**config.mk**
```make
export PLATFORM = sky130hd
export DESIGN_NAME = cpu_disp_ctrl
export DESIGN_NICKNAME = d
export VERILOG_FILES = /design/src/rtl/cpu_disp_pkg.sv /design/src/rtl/key_debounce.sv /design/src/rtl/cpu_disp_ctrl.sv
export SDC_FILE = /design/constraint.sdc
export NUM_CORES = 1
export LEC_CHECK = 0
export ABC_AREA = 1
export CELL_PAD_IN_SITES_DETAIL_PLACEMENT = 0
export CELL_PAD_IN_SITES_GLOBAL_PLACEMENT = 1
export CORE_MARGIN = 1.5
export CORE_UTILIZATION = 40
export CTS_CLUSTER_SIZE = 24
export DETAILED_ROUTE_END_ITERATION = 10
export PLACE_DENSITY_LB_ADDON = 0.1
export RECOVER_POWER = 25
export SLEW_MARGIN = 10
export SYNTH_ARGS = -nofsm -noshare
export SYNTH_HDL_FRONTEND = slang
export SYNTH_SLANG_ARGS = --single-unit
```
**constraint.sdc**
```tcl
create_clock -name clk -period 2.1 [get_ports clk]
set_input_delay 0.315 -clock clk [delete_from_list [all_inputs] [get_ports clk]]
set_output_delay 0.315 -clock clk [all_outputs]
set_load 0.01 [all_outputs]
```
**src/rtl/cpu_disp_pkg.sv**
```systemverilog
// Shared constants for the CPU debug display front panel: view count,
// seven-segment decode table and blank/off patterns.
package cpu_disp_pkg;

  localparam int VIEW_NUM = 8;
  localparam int VIEW_W   = 3;

  localparam logic [7:0] SEG_BLANK = 8'hFF;
  localparam logic [3:0] AN_OFF    = 4'hF;

  // Active-low {dp,g,f,e,d,c,b,a}; dp is always off.
  localparam logic [7:0] SEG_HEX [0:15] = '{
    8'hC0, 8'hF9, 8'hA4, 8'hB0, 8'h99, 8'h92, 8'h82, 8'hF8,
    8'h80, 8'h90, 8'h88, 8'h83, 8'hC6, 8'hA1, 8'h86, 8'h8E
  };

endpackage

```
**src/rtl/key_debounce.sv**
```systemverilog
// Synchronizes and debounces one active-low key; pulses key_press for one
// cycle when the accepted level goes from released to pressed.
module key_debounce #(
  parameter int DEB_CNT = 1_000_000
) (
  input  logic clk,
  input  logic rst_n,
  input  logic key_in,
  output logic key_press
);

  localparam int CW = $clog2(DEB_CNT + 1);

  logic          sync1_q, sync2_q;
  logic          stable_q;
  logic [CW-1:0] cnt_q;
  logic          accept;

  assign accept    = (sync2_q != stable_q) && (cnt_q == CW'(DEB_CNT - 1));
  assign key_press = accept && stable_q;

  always_ff @(posedge clk or negedge rst_n) begin
    if (!rst_n) begin
      sync1_q  <= 1'b1;
      sync2_q  <= 1'b1;
      stable_q <= 1'b1;
      cnt_q    <= '0;
    end else begin
      sync1_q <= key_in;
      sync2_q <= sync1_q;
      if (sync2_q == stable_q) begin
        cnt_q <= '0;
      end else if (accept) begin
        stable_q <= sync2_q;
        cnt_q    <= '0;
      end else begin
        cnt_q <= cnt_q + 1'b1;
      end
    end
  end

endmodule

```
**src/rtl/cpu_disp_ctrl.sv**
```systemverilog
// Front-panel controller: debounced keys step or auto-scroll the view select,
// and the selected 16-bit word is scanned onto a 4-digit seven-segment display.
module cpu_disp_ctrl
  import cpu_disp_pkg::*;
#(
  parameter int DEB_CNT  = 1_000_000,
  parameter int SCAN_CNT = 50_000,
  parameter int AUTO_CNT = 50_000_000
) (
  input  logic              clk,
  input  logic              rst_n,
  input  logic              key_next,
  input  logic              key_mode,
  input  logic [15:0]       dsp,
  output logic [VIEW_W-1:0] key_v,
  output logic              auto_mode,
  output logic [3:0]        seg_an,
  output logic [7:0]        seg_data
);

  localparam int AW = $clog2(AUTO_CNT + 1);
  localparam int SW = $clog2(SCAN_CNT + 1);

  logic next_ev, mode_ev;

  key_debounce #(.DEB_CNT(DEB_CNT)) u_deb_next (
    .clk      (clk),
    .rst_n    (rst_n),
    .key_in   (key_next),
    .key_press(next_ev)
  );

  key_debounce #(.DEB_CNT(DEB_CNT)) u_deb_mode (
    .clk      (clk),
    .rst_n    (rst_n),
    .key_in   (key_mode),
    .key_press(mode_ev)
  );

  logic [VIEW_W-1:0] key_v_q, key_v_d;
  logic              auto_q, auto_d;
  logic [AW-1:0]     atmr_q, atmr_d;
  logic [SW-1:0]     scnt_q, scnt_d;
  logic [1:0]        sidx_q, sidx_d;
  logic [3:0]        an_q, an_d;
  logic [7:0]        seg_q, seg_d;
  logic              auto_tick, step, scan_wrap;

  assign auto_tick = auto_q && (atmr_q == AW'(AUTO_CNT - 1));
  assign step      = next_ev || auto_tick;
  assign scan_wrap = (scnt_q == SW'(SCAN_CNT - 1));

  always_comb begin
    key_v_d = key_v_q;
    auto_d  = auto_q;
    atmr_d  = atmr_q;
    scnt_d  = scnt_q + 1'b1;
    sidx_d  = sidx_q;
    an_d    = ~(4'b0001 << sidx_q);
    seg_d   = SEG_HEX[dsp[{sidx_q, 2'b00} +: 4]];

    if (mode_ev) begin
      auto_d = ~auto_q;
    end

    // A key step or a mode toggle restarts the full auto interval.
    if (mode_ev || next_ev || auto_tick) begin
      atmr_d = '0;
    end else if (auto_q) begin
      atmr_d = atmr_q + 1'b1;
    end

    if (step) begin
      key_v_d = (key_v_q == VIEW_W'(VIEW_NUM - 1)) ? '0 : key_v_q + 1'b1;
    end

    if (scan_wrap) begin
      scnt_d = '0;
      sidx_d = sidx_q + 1'b1;
    end
  end

  always_ff @(posedge clk or negedge rst_n) begin
    if (!rst_n) begin
      key_v_q <= '0;
      auto_q  <= 1'b0;
      atmr_q  <= '0;
      scnt_q  <= '0;
      sidx_q  <= '0;
      an_q    <= AN_OFF;
      seg_q   <= SEG_BLANK;
    end else begin
      key_v_q <= key_v_d;
      auto_q  <= auto_d;
      atmr_q  <= atmr_d;
      scnt_q  <= scnt_d;
      sidx_q  <= sidx_d;
      an_q    <= an_d;
      seg_q   <= seg_d;
    end
  end

  assign key_v     = key_v_q;
  assign auto_mode = auto_q;
  assign seg_an    = an_q;
  assign seg_data  = seg_q;

endmodule
```
# [After elaboration in Yosys (flattened, before gate mapping)]
# Memory sizes are Yosys's and may differ from the RTL's. A register that Yosys moved wholly into a read port is not among the register bits.
# Cells that the tools add are included.
[totals] mem_count=1 out_inout_bits=16 romBits=128 register_bits=98 wordCells=57
[op_classes] shift=2 n_bitwise=5 n_addsub=6 eq_ne=9 reduce_logical=12 mux=8
[mem_list] name="(name not given)" depth=16 width=8 rd=1 rd_clocked_by_memory_dff=1 write_ports=0 line_no="cpu_disp_ctrl.sv:60" rtl="seg_d = SEG_HEX[dsp[{sidx_q, 2'b00} +: 4]];"
[ops] operator="20-bit two-way mux" count=4
[ops] operator="26-bit two-way mux" count=2
[ops] operator="20-bit by 1-bit adder with 20-bit output, second input constant" count=2
[ops] operator="20-bit == test, second input constant" count=2
[ops] operator="26-bit by 1-bit adder with 26-bit output, second input constant" count=1
[ops] operator="26-bit == test, second input constant" count=1
[ops] operator="16-bit by 1-bit adder with 16-bit output, second input constant" count=1
[ops] operator="16-bit == test, second input constant" count=1
[ops] operator="16-bit two-way mux" count=1
[ops] operator="16-bit by 5-bit indexed part select with 4-bit output" count=1
[ops] operator="1-bit logical AND" count=5
[ops] operator="4-bit inverter with 5-bit output" count=1
[ops] operator="4-bit inverter" count=1
[ops] operator="2-bit AND reduction" count=2
[ops] operator="1-bit by 2-bit << shifter with 4-bit output, first input constant" count=1
[ops] operator="3-bit by 1-bit adder with 3-bit output, second input constant" count=1
[ops] operator="3-bit == test, second input constant" count=1
[ops] operator="1-bit logical OR" count=3
[ops] operator="3-bit two-way mux" count=1
[ops] operator="1-bit inverter" count=3
[ops] operator="2-bit by 1-bit adder with 2-bit output, second input constant" count=1
[ops] operator="1-bit == test" count=2
[ops] operator="1-bit != test" count=2
[ops] operator="2-bit nonzero test" count=1
[ops] operator="1-bit zero test" count=1

# [Depth between registers and ports, before layout]
# Gate-level depths: netlist of run 1.
[logic_depth] ltp_word=6 mapped_depth=11 depth_no_buf=10

# [Hierarchy]
# From an unflattened synthesis of run 1, not the netlist that was laid out.
[hier_totals] hier_cells=789 hier_area_um2=6202.2
[modules_own_cells] mod="cpu_disp_ctrl" cells_each=457 n_inst=1 seq_area_each_um2=1490.2 area_per_inst_um2=3537.1
[modules_own_cells] mod="key_debounce" cells_each=166 n_inst=2 seq_area_each_um2=579.3 area_per_inst_um2=1332.5

# [Least setup slack after synthesis of run 1]
# Ideal clock, no wire load.
[synth_path] kind="register to register" start="register sidx_q[0]" end="register seg_q[0] (netlist: seg_data[0])" slack_ns=0.528 stages_incl_launch_ff=12 setup_time_ns=0.081 arrival_ns=1.491 path_buffers=1 path_cell_list="dfrtp_1 > buf_2 > inv_2 > nand2_1 > nand3_1 > nand2_1 > inv_1 > ha_1 > inv_1 > nor2_1 > o21ai_0 > nand2_1"
[synth_via] elab_chain_len=2
[synth_rtl] item="start, declared" line_no="cpu_disp_ctrl.sv:44" rtl="logic [1:0] sidx_q, sidx_d;"
[synth_rtl] item="start signal, assigned" line_no="cpu_disp_ctrl.sv:97" rtl="sidx_q <= sidx_d;"
[synth_rtl] item="16-bit by 5-bit indexed part select with 4-bit output" line_no="cpu_disp_ctrl.sv:60"
[synth_rtl] item="4-bit inverter with 5-bit output (not written as such)" line_no="cpu_disp_ctrl.sv:60"
[synth_rtl] item="end, declared" line_no="cpu_disp_ctrl.sv:46" rtl="logic [7:0] seg_q, seg_d;"
# Every way passes these cells.
# A chain may end at the register's enable or synchronous reset.

# [Worst setup path in the final report of run 1]
[layout_path] start="register auto_q (netlist: auto_mode)" end="output auto_mode"
[layout_rtl] item="start, declared" line_no="cpu_disp_ctrl.sv:41" rtl="logic auto_q, auto_d;"
[layout_rtl] item="start signal, assigned" line_no="cpu_disp_ctrl.sv:94" rtl="auto_q <= auto_d;"
[layout_rtl] item="end, declared" line_no="cpu_disp_ctrl.sv:16" rtl="output logic auto_mode,"
# No word-level cell between the ends.

==> summary.txt, run 1 <==
Outcome -> finished, final reports clean
Largest net degree at the start of global routing -> 39
CTS-repair resized insts -> 0
GRT Overall Usage -> 18.8%
Filler Cell Count -> 1523
Synth Flop Type -> dfrtp_1
FF/Latch Area -> 2650 µm²
Top post-synthesis cells by count -> 208 x nand2_1, 169 x nor2_1, 97 x inv_1
RSZ-0062 raised after global routing -> false
Slew @ Worst Pin -> 0.922 ns
Post-synth ARST share -> 100%
Arrival @ worst endpoint -> 1.67 ns
Met2 Resource Use GR -> 31.5%
Final setup fails -> 0
Vias -> 5098
Place WS -> 0.263 ns
Tcrit/Tclk final -> 94.7%
Leak -> 3.14 nW
Met3 GRT Util -> 4.12%
Starting Density -> 41.3%
Drt drc -> 0
Mean Syn Cell Area -> 7.39 µm²
Sinks on Clock Net -> 105
First-pass GRT wire length -> 24.2 mm
Placed insts -> 1034
Synth Register Bits -> 105
Clock latency on the worst-skew pair -> 0.35 ns
Synthesized netlist net count -> 854
CTS tree -> built
Max Transition Viols Final -> 0
Max-cap violations -> 0
CP Class -> reg -> out
Setup crit end kind -> output pin
Global routing's busiest layer -> met2
Post-synth EDFFs -> 0
GPL Wtd Cong -> 0.834
DIE WIDTH -> 126 µm
Top cell type's share of synthesized area -> 36.4%
Vias in the first global route -> 5092
Sequential share of the synthesized area -> 43.8%
Core Area -> 14600 µm²
Hold WS -> 0.357 ns
Ys Warns -> 0
Clock skew -> 0.00797 ns
Multi-input combinational cell area -> 2960 µm²
Cell taking the most area after synthesis -> dfrtp_1
Routed wire length -> 13.8 mm
Die height -> 126 µm
Syn Std Cell Area -> 6040 µm²
HP Class -> reg -> reg
Top-count cell post-synth -> nand2_1
P&R area growth vs syn -> 14.6%
GR Overflow Total -> 0
PnR worst setup slack -> 0.112 ns
I/O Pins -> 36
Vias per Instance -> 4.85
Crit path time final -> 1.99 ns
Area contributors post-synth -> dfrtp_1 36%, nand2_1 13%, nor2_1 10%
PD cells -> 582 nW/µm²
IO Port Bufs -> 34
Worst-case vdd ir drop -> 0.000448 V
Critical path launch point type -> register
Critical path's slowest cell -> clkdlybuf4s50_1
Remaining antenna violation count after routing -> 0
Drt first-iter violations -> 342
Nets@finish -> 898
# diodes -> 0
Die area -> 15900 µm²
Synth Instances -> 818
F_max -> 503 MHz
GRT met1 Usage -> 24.7%
Max FO, Critical Path -> 13
H-tree levels -> 3
Drt pass-1 iters -> 6
Crit-path cells -> buf_4 > clkdlybuf4s50_1
WP buf/inv -> 2
Clock root cell -> clkbuf_16
Cell family with most CP delay -> buffers and inverters
Final hold vios -> 0
Final std cells w/o fill -> 1051
CP max stage delay -> 0.56 ns
Cell variety after synth -> 34
Setup TNS -> 0 ns
Placement row count -> 44
Clk buf depth -> 2
DP Wirelength -> 10.1 mm
Initial antenna violation count -> 1
Layout cells sized above 1 -> 7.73%
Per-cell routed wire length -> 13.1 µm
Critical path data required time -> 1.78 ns
Relative slew margins -> 38.6%
Num CTS Buffers -> 9
Clock transition at path regs -> 0.07 ns
kinds of logic after synthesis:
group,count (synthesis),share of synthesized area (%)
mux,1,0.166
simple gates,511,36.4
other cells,1,0.0621
flops,105,43.8
compound gates,36,3.23
buf+inv,109,7.23
xor+xnor,39,5.78
fa+ha+maj,16,3.31
metrics by stage:
stage	total power [mW]	util (%)	cell area [µm²]
final	4.03	47.3	6930
after global routing	4.20	47.3	6930
after detailed placement	2.32	45.3	6630
after floorplan	2.19	-	6040
after CTS	4.11	47.4	6940
after global placement	2.31	45.3	6630
repair_timing:
action,in CTS,in global routing
setup buffers,0,0
hold endpoints to repair,20,0
hold buffers,1,0
cell usage in the layout (no fill, tap or decap), types with 2 or more instances in the layout:
cell type / count
dfrtp_1: 88
nand3_1: 61
inv_1: 97
o21bai_1: 3
o21ai_0: 24
nand4_1: 24
nor3b_1: 4
nor2_4: 3
clkdlybuf4s50_1: 31
nor3_1: 20
xor2_1: 31
nor2_1: 169
nand3_2: 5
nand2_2: 4
dfstp_2: 17
clkinvlp_4: 3
buf_4: 5
xnor2_1: 7
inv_2: 2
nand3b_1: 3
nor2_2: 8
clkbuf_16: 9
nand2_1: 208
ha_1: 16
dlygate4sd3_1: 3
a21oi_1: 6
power breakdown:
| group | internal, mW | leakage (nW) | switching, mW |
|---|---|---|---|
| sequential | 2.06 | 1.39 | 0.0140 |
| combinational | 0.0833 | 1.61 | 0.116 |
| clock | 0.937 | 0.140 | 0.827 |
sequential cells by signal, summed over array words and instances (netlist names), 2 cells and up:
signal / flops
atmr_q: 26
key_v: 3
scnt_q: 16
seg_an: 4
seg_data: 7
sidx_q: 2
u_deb_mode.cnt_q: 20
u_deb_next.cnt_q: 20
worst paths after layout:
kind	start	end	slack (ns)	depth (start not counted)
setup / recovery	auto_mode	auto_mode	0.11	2
hold / removal	u_deb_mode.sync1_q	u_deb_mode.sync2_q	0.36	0
setup reg to reg	sidx_q[0]	seg_data[5]	0.25	9
hold reg to reg	u_deb_mode.sync1_q	u_deb_mode.sync2_q	0.36	0
max in group asynchronous	rst_n	seg_an[0]	0.36	3
min in group asynchronous	rst_n	u_deb_mode.cnt_q[12]	0.64	2
layer usage:
metal / vias up / wire, µm
met4: 2 / 146
met2: 69 / 6450
li1: 2654 / -
met3: 10 / 493
met1: 2363 / 6690
met5: - / 13
final cells by class:
| type | count | area share, % |
|---|---|---|
| well taps | 184 | 3.32 |
| flip-flops and latches | 105 | 38.2 |
| multi-input cells | 604 | 42.7 |
| inverters | 100 | 5.45 |
| clock buffers | 9 | 3.25 |
| clock inverters | 7 | 1.12 |
| repair buffers | 42 | 5.92 |
Note: power is estimated with default switching activity, not from simulation.
==> inputs of run 2 (changes only) <==
GPL_ROUTABILITY_DRIVEN = 1   (was not set)
==> results of run 2 <==
The final DEF is identical to that of run 1; final timing and power are the same.
